## src/rtl/screen_compositor.sv

```systemverilog
// screen_compositor
// Muxes NUM_SCREENS screen renderers onto one VGA colour output and one shared
// font ROM address bus. It fades between screens in step with the frame, and
// each colour channel passes through a 1-cycle register.
//
// Optional feature macro: SCREEN_FADE_EN
//   defined   : a frame-synchronous fade-out / swap / fade-in FSM.
//   undefined : the output switches on the first frame_start that sees a new
//               screen_sel. Brightness stays full and busy stays 0.
//
// Ports
//   clk, reset        pixel clock, asynchronous active-high reset
//   frame_start       one-cycle pulse at the start of vertical blank
//   screen_sel        requested screen index (level signal)
//   src_red/green/blue packed per-screen colour, screen i at [i*COLOR_W +: COLOR_W]
//   src_font_addr     packed per-screen font address
//   font_address      font address of the active screen (combinational)
//   Red/Green/Blue    colour of the active screen scaled by the fade level (registered)
//   active_screen     screen currently driving the output
//   busy              high while a transition is in progress
module screen_compositor #(
    parameter int unsigned NUM_SCREENS = 4,
    parameter int unsigned COLOR_W     = 4,
    parameter int unsigned FONT_ADDR_W = 11,
    parameter int unsigned FADE_STEPS  = 16,
    parameter logic [3*COLOR_W-1:0] DEFAULT_RGB = (3*COLOR_W)'(12'h362)
) (
    input  logic                             clk,
    input  logic                             reset,
    input  logic                             frame_start,
    input  logic [$clog2(NUM_SCREENS)-1:0]   screen_sel,
    input  logic [NUM_SCREENS*COLOR_W-1:0]   src_red,
    input  logic [NUM_SCREENS*COLOR_W-1:0]   src_green,
    input  logic [NUM_SCREENS*COLOR_W-1:0]   src_blue,
    input  logic [NUM_SCREENS*FONT_ADDR_W-1:0] src_font_addr,
    output logic [FONT_ADDR_W-1:0]           font_address,
    output logic [COLOR_W-1:0]               Red,
    output logic [COLOR_W-1:0]               Green,
    output logic [COLOR_W-1:0]               Blue,
    output logic [$clog2(NUM_SCREENS)-1:0]   active_screen,
    output logic                             busy
);

    localparam int unsigned SEL_W  = $clog2(NUM_SCREENS);
    localparam int unsigned LVL_SH = $clog2(FADE_STEPS);
    localparam int unsigned LVL_W  = LVL_SH + 1;
    localparam int unsigned PROD_W = COLOR_W + LVL_SH + 1;
    localparam logic [LVL_W-1:0] LVL_FULL = LVL_W'(FADE_STEPS);

    logic [COLOR_W-1:0] sel_r;
    logic [COLOR_W-1:0] sel_g;
    logic [COLOR_W-1:0] sel_b;
    logic [LVL_W-1:0]   level;

    // Brightness scaling: (c * level) >> log2(FADE_STEPS)
    function automatic logic [COLOR_W-1:0] scale(input logic [COLOR_W-1:0] c,
                                                 input logic [LVL_W-1:0]   l);
        logic [PROD_W-1:0] p;
        p = PROD_W'(c) * PROD_W'(l);
        return COLOR_W'(p >> LVL_SH);
    endfunction

    // Source select. An index with no screen behind it falls back to DEFAULT_RGB
    // and font address 0.
    always_comb begin
        sel_r        = DEFAULT_RGB[3*COLOR_W-1 -: COLOR_W];
        sel_g        = DEFAULT_RGB[2*COLOR_W-1 -: COLOR_W];
        sel_b        = DEFAULT_RGB[COLOR_W-1:0];
        font_address = '0;
        for (int unsigned i = 0; i < NUM_SCREENS; i++) begin
            if (active_screen == SEL_W'(i)) begin
                sel_r        = src_red[i*COLOR_W +: COLOR_W];
                sel_g        = src_green[i*COLOR_W +: COLOR_W];
                sel_b        = src_blue[i*COLOR_W +: COLOR_W];
                font_address = src_font_addr[i*FONT_ADDR_W +: FONT_ADDR_W];
            end
        end
    end

`ifdef SCREEN_FADE_EN
    typedef enum logic [1:0] {
        SHOW     = 2'd0,
        FADE_OUT = 2'd1,
        FADE_IN  = 2'd2
    } state_t;

    state_t           state;
    state_t           state_nxt;
    logic [LVL_W-1:0] level_nxt;
    logic [SEL_W-1:0] active_nxt;

    // State, level and active-screen registers
    always_ff @(posedge clk or posedge reset) begin
        if (reset) begin
            state         <= SHOW;
            level         <= LVL_FULL;
            active_screen <= '0;
        end else begin
            state         <= state_nxt;
            level         <= level_nxt;
            active_screen <= active_nxt;
        end
    end

    // Fade sequencing, advanced only on frame_start. Returning to the current
    // screen mid-fade reverses direction and keeps the level.
    always_comb begin
        state_nxt  = state;
        level_nxt  = level;
        active_nxt = active_screen;
        if (frame_start) begin
            case (state)
                SHOW: begin
                    if (screen_sel != active_screen) state_nxt = FADE_OUT;
                end
                FADE_OUT: begin
                    if (screen_sel == active_screen) begin
                        state_nxt = FADE_IN;
                    end else if (level == '0) begin
                        active_nxt = screen_sel;
                        state_nxt  = FADE_IN;
                    end else begin
                        level_nxt = level - LVL_W'(1);
                    end
                end
                FADE_IN: begin
                    if (screen_sel != active_screen) begin
                        state_nxt = FADE_OUT;
                    end else if (level == LVL_FULL) begin
                        state_nxt = SHOW;
                    end else begin
                        level_nxt = level + LVL_W'(1);
                    end
                end
                default: state_nxt = SHOW;
            endcase
        end
    end

    assign busy = (state != SHOW);
`else
    logic [SEL_W-1:0] active_nxt;

    assign level = LVL_FULL;

    // Active-screen register
    always_ff @(posedge clk or posedge reset) begin
        if (reset) active_screen <= '0;
        else       active_screen <= active_nxt;
    end

    // Immediate swap on the first frame_start that sees a new selection
    always_comb begin
        active_nxt = active_screen;
        if (frame_start && (screen_sel != active_screen)) active_nxt = screen_sel;
    end

    assign busy = 1'b0;
`endif

    // Registered colour output
    always_ff @(posedge clk or posedge reset) begin
        if (reset) begin
            Red   <= '0;
            Green <= '0;
            Blue  <= '0;
        end else begin
            Red   <= scale(sel_r, level);
            Green <= scale(sel_g, level);
            Blue  <= scale(sel_b, level);
        end
    end

endmodule

```

## config.mk

```make
export PLATFORM = sky130hd
export DESIGN_NAME = screen_compositor
export DESIGN_NICKNAME = d
export VERILOG_FILES = /design/src/rtl/screen_compositor.sv
export SDC_FILE = /design/constraint.sdc
export NUM_CORES = 1
export LEC_CHECK = 0
export CORE_ASPECT_RATIO = 0.75
export CORE_MARGIN = 8
export CORE_UTILIZATION = 23
export CTS_CLUSTER_DIAMETER = 150
export DETAILED_ROUTE_END_ITERATION = 8
export HOLD_SLACK_MARGIN = 0.02
export PLACE_DENSITY_LB_ADDON = 0.08
export SYNTH_ARGS = -nofsm -noshare
export SYNTH_HDL_FRONTEND = slang
export SYNTH_SLANG_ARGS = --single-unit
```

## constraint.sdc

```tcl
create_clock -name clk -period 1.28 [get_ports clk]
set_input_delay 0.128 -clock clk [delete_from_list [all_inputs] [get_ports clk]]
set_output_delay 0.128 -clock clk [all_outputs]
set_load 0.005 [all_outputs]
```

==> parameters.txt <==
Parameter                              Value

Clock tree
  Number of H-tree branching levels ... 1
  Number of buffers created by CTS ... 3
  Clock Latency Late Sink ... 230 ps
  Clock sink total ... 14
  Cell at the root of the clock tree ... clkbuf_8
  Clock transition at the registers of the reported paths ... 50 ps
  Buffer depth of the longest clock path ... 2
  CTS tree ... built

Worst setup path
  Worst Path Arrival ... 1460 ps
  Critical Path Fanout Max ... 7
  Delay of the slowest cell on the worst path ... 500 ps
  Largest delay contributor family on the critical path ... multiplexers
  CP startpoint kind ... register
  Kind of end point of the critical path ... primary output
  Worst Path Class, Setup ... reg2out
  Launch instance of the worst register-to-register path ... active_screen[0]$_DFFE_PP0P_
  Worst-path cell chain ... buf_12 -> mux4_2 -> buf_2
  Crit path required time ... 1150 ps
  Reg2reg path depth ... 4
  Worst reg2reg setup slack ... -140 ps
  Number of buffers and inverters on the critical path ... 2
  Slowest stage cell, crit path ... mux4_2
  Reg-to-Reg End ... Blue[2]$_DFF_PP0_

Routing
  Iteration-0 DRC Markers ... 32
  Remaining antenna violation count ... 0
  Via count ... 1,053
  Vias per std cell ... 4.539
  First-pass iteration count of the detailed router ... 4
  Total Wirelength ... 4659 um
  Total DRC errors in the routed layout ... 0
  Average wire per cell in the routed design ... 20.08 um

Yosys
  Number of cells produced by synthesis ... 48
  Sequential-to-total area share from yosys stat ... 35.53%
  Post-synthesis average cell area ... 20.54 sq um
  Cell variety after synth ... 11
  Fraction of post-synthesis cell area in the top cell type by area ... 43.40%
  Area of the mapped netlist ... 985.9 sq um
  Leading post-synthesis cells by cell area ... mux4_2 (43%), dfrtp_1 (36%), mux4_1 (11%)
  Synthesis-stage register bit count ... 14
  Yosys synthesis warning count ... 0
  Synthesized net count ... 145
  Largest area contributor in the netlist ... mux4_2

Timing
  Tcrit/Tclk final ... 124.4%
  Final-report hold violation count ... 0
  Fmax ... 627.9 MHz
  Min Hold Slack ... 187.7 ps
  Min cycle time layout ... 1593 ps
  Max Slew Vio Count ... 0
  Sum Neg Setup Slack ... -4330 ps
  RSZ-0062 raised after global routing ... yes
  Setup-failing EPs final ... 23
  Setup skew after layout ... 2.606 ps
  Worst setup margin ... -312.5 ps

Outcome
  Status ... finished, violations left
  Violations in the final reports ... negative setup slack

Pwr
  Reported leakage power ... 0.9209 nW
  VDD IR-drop max ... 0.4133 mV
  Power density normalized to cell area ... 759.6 nW/um^2
  Power consumption ... 1.795 mW

Floorplan
  Total I/O pin count ... 123
  Core area ... 4079 sq um
  Rows ... 20
  Height of the die ... 72.70 um
  Area of the die ... 6659 sq um
  Effective utilization at floorplan ... 24.17%
  Die Width ... 91.60 um

Worst hold path
  Kind of path behind the tightest hold check ... in2async

Placement
  Buffers on Ports ... 121
  Placed instance count ... 225
  Setup slack at placement ... -414.7 ps
  Instance area at placement ... 2278 sq um
  Detailed placer's ending HPWL ... 4296 um
  GP Congestion ... 0.7970

Cells and area
  Signed area change from the synthesized netlist to the final layout ... 139.7%
  Non-filler cells, final ... 232
  Summed area of non-filler cells in the final layout ... 2364 sq um
  Total Nets Final ... 276
  Share of cells above drive strength 1 ... 29.94%
  ANT cells ... 0
  Commonest non-fill, non-tap cell in the layout ... clkdlybuf4s50_1
  Highest-count cells in the layout ignoring fill and taps ... clkdlybuf4s50_1 (108), mux4_2 (23), dfrtp_1 (13)
  Final core area utilization ... 57.94%

GRT
  Remaining Overflow, GRT ... 0
  First-pass GRT wire length ... 7189 um
  Largest net degree at the start of global routing ... 15
  Most used routing layer in global routing ... met2
  Grt met3 use ... 5.036%
  Number of antenna violations at the first check in global routing ... 0
  Met2 routing resource usage after global routing ... 25.58%
  Number of global-route vias before repair ... 1,270
  Met1 global-route usage ... 14.56%
  Global-route usage over all layers ... 13.73%

Run
  Number of max-cap violations ... 0
layer usage:
| layer | share of wire [%] | vias to the layer above | wire length, um |
|---|---|---|---|
| li1 | - | 465 | - |
| met1 | 35 | 522 | 1633 |
| met2 | 54 | 64 | 2505 |
| met3 | 10 | 2 | 487 |
| met4 | 0.69 | 0 | 32 |
| met5 | 0 | - | 0 |
cells by family (layout without fill, tap and decap cells):
kind of cell,after synthesis,count (layout),share of synthesized area [%]
buffers and inverters,8,137,7.741
flip-flops,14,14,35.53
multiplexers,25,25,56.34
other,1,1,0.3803
worst min-delay path: stages:
cell             delay (ps)
clkdlybuf4s50_1         390
inv_1                    50
buf_4                   210
power by group:
group | internal [mW] | switching [mW] | total (mW) | leakage (nW)
registers | 0.507 | 0.0251 | 0.532 | 0.162
logic | 0.683 | 0.247 | 0.930 | 0.737
clock network | 0.207 | 0.127 | 0.333 | 0.0216
worst max path at each step:
stage / start / end / cells after the start
global route: active_screen[0]$_DFFE_PP0P_ / font_address[1] / 3
detailed placement: active_screen[0]$_DFFE_PP0P_ / font_address[10] / 3
floorplan: active_screen[0]$_DFFE_PP0P_ / font_address[0] / 3
CTS: active_screen[0]$_DFFE_PP0P_ / font_address[1] / 3
global placement: active_screen[0]$_DFFE_PP0P_ / font_address[10] / 3
finish: active_screen[0]$_DFFE_PP0P_ / font_address[8] / 3
registers in the layout, indices dropped and copies added, names as in the netlist:
signal and flops:
Green 4, Red 4, active_screen 2, Blue 4
synth_stat cells:
cell type  number
conb_1          1
inv_1           1
mux4_2         19
dfrtp_1        14
mux2_2          2
buf_4           1
buf_2           2
buf_12          2
buf_6           1
clkbuf_1        1
mux4_1          4
what timing repair did:
action / CTS / global route
cloned: 2 / 0
hold buffers: 0 / 0
setup buffers: 1 / 4
setup endpoints to repair: 25 / 23
gates resized for setup: 63 / 10
cell type report:
type	instances	area [sq um]
Sequential cell	14	351.6
Tap cell	55	68.82
Timing Repair Buffer	133	1354
Clock buffer	3	41.29
Fill cell	326	1715
Multi-Input combinational cell	26	544.3
Inverter	1	3.754
(Power assumes the default switching activity.)
==> variant 1 (same settings) <==
Add a define of `SCREEN_FADE_EN`.
--- a/src/rtl/screen_compositor.sv
+++ b/src/rtl/screen_compositor.sv
@@ -18,6 +18,8 @@
 //   Red/Green/Blue    colour of the active screen scaled by the fade level (registered)
 //   active_screen     screen currently driving the output
 //   busy              high while a transition is in progress
+`define SCREEN_FADE_EN
+
 module screen_compositor #(
     parameter int unsigned NUM_SCREENS = 4,
     parameter int unsigned COLOR_W     = 4,
Behaviour: not the same (Yosys sat finds a counterexample within 4 cycles, from zero or initial values and one cycle with reset high).
==> variant 1 against the original RTL <==
- the run still ends with negative setup slack left
- non-clock buffer count up 63
- critical endpoint is now Red[3]
- wire length up 100%
- sequential share of layout area down 4.7 points
- design area up 120%
- sequential cell count up 7
- highest routed layer unchanged
- synthesized area rose to 3.0 times the old value
- worst setup slack worse by 1.9 ns
- hold slack better by 0.0065 ns
Power is left out: it rests on default switching activity, and per cell area and clock period it moved more than threefold.
==> variant 1: results (changes against the original RTL) <==
[yosys]
synthArstFlopShare_pct=100  ; unchanged
synth-edff-count=0  ; unchanged
ys_top_cells_by_count=35 x ha_1, 35 x nand2_1, 30 x and2_1
ys_seq_area_share_pct=18.1  ; -17 points
syn_nets=419  ; +190%
ys_warn_count=0  ; unchanged
synth.area.top_cells=dfrtp_1 17%, mux4_2 16%, ha_1 15%, fa_1 11%, and2_1 6.4%
ys_types=37  ; +26

[layout]
largest_reg_flops=5
regMostFlops=level
design.final.nets=608  ; +120%
drive_above_1_share_pct=37.9  ; +8.0 points
fillers=1207  ; +270%
antenna_cells=0  ; unchanged

[grt]
grt_pass1_wl_mm=15.1  ; +110%
grt_usage_pct=11.2  ; -2.5 points
grt_max_degree=22  ; +7
grt_pass1_vias=2966  ; +130%
antenna_found_initial=0  ; unchanged

[route]
wl_mm=9.34  ; +100%
viasPerCell=4.32  ; -4.8%
drc=0  ; unchanged
drt_iter0_drc=60  ; +88%
first_pass_iters=4  ; unchanged
ant_nets=0  ; unchanged

[setup_path]
path_max_fanout=7  ; unchanged
worst_ep_arrival_time_ns=3.65  ; +2.19 ns
cp_top_family=adder cells
slowest_delay_ns=0.56  ; +0.06 ns

[placement]
place_hpwl_mm=8.01  ; +86%
port-buffer-count=122  ; +0.83%
gp_congestion=0.719  ; -9.8%

[outcome]
status=complete, but fails checks
violations=negative setup slack

[clock_tree]
clkTransAtPathRegs_ns=0.07  ; +0.02 ns
root_buffer=clkbuf_16
insertion_delay_ns=0.26  ; +0.03 ns
cts_made_buffers=3  ; unchanged

[timing]
setup_ws_ns=-2.18  ; -1.87 ns
skew_ns=0.00758  ; +0.00498 ns
setup_viol=33  ; +43%
worst_pin_slew_ns=0.355
setup_tns_ns=-37.30  ; -32.97 ns
slew_violations=0  ; unchanged

[worst_hold_path]
hp-class=in -> async

[variant 1: path summary, 6_finish.rpt]
kind,start,endpoint,cells past startpoint
max in group asynchronous,reset,level[4],3
max reg2reg,active_screen[0],Red[3],13
min,reset,Blue[3],3
min in group clk,level[4],level[4],1
min reg2reg,level[4],level[4],1
max,active_screen[0],Red[3],13
[variant 1: cell type report]
cell class	instances	area, um^2	share of cell area, %
Clock buffer	3	75.1	1.42
Clock inverter	1	5.00	0.0947
Inverter	26	97.6	1.85
Multi-Input combinational cell	212	2490	47.2
Sequential cell	21	536	10.1
Tap cell	166	208	3.93
Timing Repair Buffer	196	1870	35.4
[variant 1: kinds of logic (layout without fill, tap and decap cells)]
logic type	Yosys count	after routing	synth area share, %
compound gates	30	30	7.98
mux	30	30	21.8
fa+ha+maj	51	51	26.0
xor+xnor	25	25	7.51
simple gates	76	76	13.3
flops	21	21	18.1
buf+inv	38	226	5.36
[variant 1: per-layer routing]
metal / global-route usage [%] / share of wire [%] / wire, um
met1: 14.5 / 46 / 4300
met3: 3.05 / 4.8 / 445
met2: 18.6 / 49 / 4550
met4: 1.64 / 0.40 / 37
met5: 0 / 0 / 0
[variant 1: repair_timing]
item                       CTS  global route
setup buffers               10             8
hold buffers                 0             0
hold endpoints to repair     0             0
setup endpoints to repair   35            35
gates resized for setup     67            29
pin swaps                   10            10
[variant 1: per-stage QoR]
step	instance area (um^2)	instances	worst slack (ns)	hold slack [ns]	util, %
2_1_floorplan	3090	271	-2.17	0.104	-
3_3_place_gp	4920	606	-2.18	0.477	39.9
3_5_place_dp	4920	606	-2.20	0.476	39.9
4_1_cts	5160	620	-2.18	0.199	41.8
5_1_grt	5290	625	-2.30	0.219	42.8
6_report	5290	625	-2.18	0.194	42.8
[variant 1: tightest hold or removal path: cells and delay by family]
kind,cells,cell delay (ns)
buffers and inverters,3,0.69
==> variant 2 (same settings) <==
Made on the original files. Register the output `Blue` once more; this adds one clock of latency there. The other outputs are not delayed to match. Comments in the files are not updated.
--- a/src/rtl/screen_compositor.sv
+++ b/src/rtl/screen_compositor.sv
@@ -46,6 +46,8 @@
     localparam int unsigned LVL_W  = LVL_SH + 1;
     localparam int unsigned PROD_W = COLOR_W + LVL_SH + 1;
     localparam logic [LVL_W-1:0] LVL_FULL = LVL_W'(FADE_STEPS);
+
+    logic [COLOR_W-1:0] Blue_s0;
 
     logic [COLOR_W-1:0] sel_r;
     logic [COLOR_W-1:0] sel_g;
@@ -163,12 +165,16 @@
         if (reset) begin
             Red   <= '0;
             Green <= '0;
-            Blue  <= '0;
+            Blue_s0 <= '0;
         end else begin
             Red   <= scale(sel_r, level);
             Green <= scale(sel_g, level);
-            Blue  <= scale(sel_b, level);
+            Blue_s0 <= scale(sel_b, level);
         end
+    end
+
+    always_ff @(posedge clk) begin
+        Blue <= Blue_s0;
     end
 
 endmodule
Check against the original RTL: not equivalent (a bounded check fails within 4 cycles, from zero or initial values and one cycle with reset high).
==> variant 2 against the original RTL <==
- the flow still finishes with violations (negative setup slack)
- synthesized cell count up 8.3%
- synthesized area up 8.1%
- worst setup slack got worse by 0.055 ns
- register-to-register slack lost 0.08 ns
- sequential cell count up 4
- total power increased by 15%
- sequential share of layout area rose by 2.4 points
- first-iteration DRC count shrank 72%
- design area increased by 5.1%
- maximum frequency fell by 3.4%
- wire length decreased by 4.3%
- sequential power is 27% higher
- via count rose by 2.4%
- critical path type unchanged
- highest routed layer unchanged
==> variant 2: results (changes against the original RTL) <==
[setup_path]
worstReg2RegEnd=Blue_s0[3]
r2r_cells=5  ; +1

[grt]
grt_usage_pct=12.3  ; -1.4 points
grt_pass1_vias=1365  ; +7.5%
grtUsageMet2_pct=22.9  ; -2.7 points

[yosys]
syn_nets=149  ; +2.8%
synth.area.top_cells=mux4_2 40%, dfrtp_1 33%, mux4_1 9.9%, dfxtp_1 7.5%, buf_12 3.8%
ys_types=12  ; +1
ys_seq_area_share_pct=40.4  ; +4.8 points

[outcome]
violations=negative setup slack
status=complete, but fails checks

[layout]
drive_above_1_share_pct=30.6  ; +0.70 points
design.final.nets=284  ; +2.9%

[power_and_ir_drop]
vdd_drop_max_mv=0.426  ; +3.1%
p_comb_uw=943  ; +1%

[route]
dr_wl_met2_mm=2.45  ; -2.2%
wl_mm=4.46  ; -4.3%
drt_iter0_drc=9  ; -72%
routed-via-count=1078  ; +2.4%

[clock_tree]
cts_resized=65  ; +3.2%
cts_setup_buffers=6  ; +5

[placement]
placed_area_um2=2340  ; +2.7%
place_hpwl_mm=3.82  ; -11%

[timing]
setup_ws_ns=-0.368  ; -0.0552 ns
skew_ns=0.00265  ; +0.0000456 ns
setup_viol=23  ; unchanged

[variant 2: logic make-up (layout without fill, tap and decap cells)]
logic type | after synthesis | after routing | share of synthesized area [%]
mux | 25 | 25 | 52.1
buf+inv | 8 | 142 | 7.16
flops | 18 | 18 | 40.4
other cells | 1 | 1 | 0.352
[variant 2: worst min path at each step]
| stage | from | endpoint | slack [ns] | cells past startpoint |
|---|---|---|---|---|
| floorplan | reset | Blue_s0[0] | 0.02 | 1 |
| global placement | Blue_s0[0] | Blue[0] | 0.33 | 0 |
| detailed placement | Blue_s0[1] | Blue[1] | 0.33 | 0 |
| CTS | reset | Red[0] | 0.25 | 2 |
| global route | reset | Green[2] | 0.28 | 2 |
| finish | reset | Green[1] | 0.22 | 2 |
[variant 2: area by class of cell]
cell class / count / area, um^2
clock buffer: 4 / 55.1
tap: 57 / 71.3
inverter: 1 / 3.75
fill: 396 / 1980
timing repair buffer: 137 / 1380
sequential: 18 / 430
multi-input combinational: 26 / 544
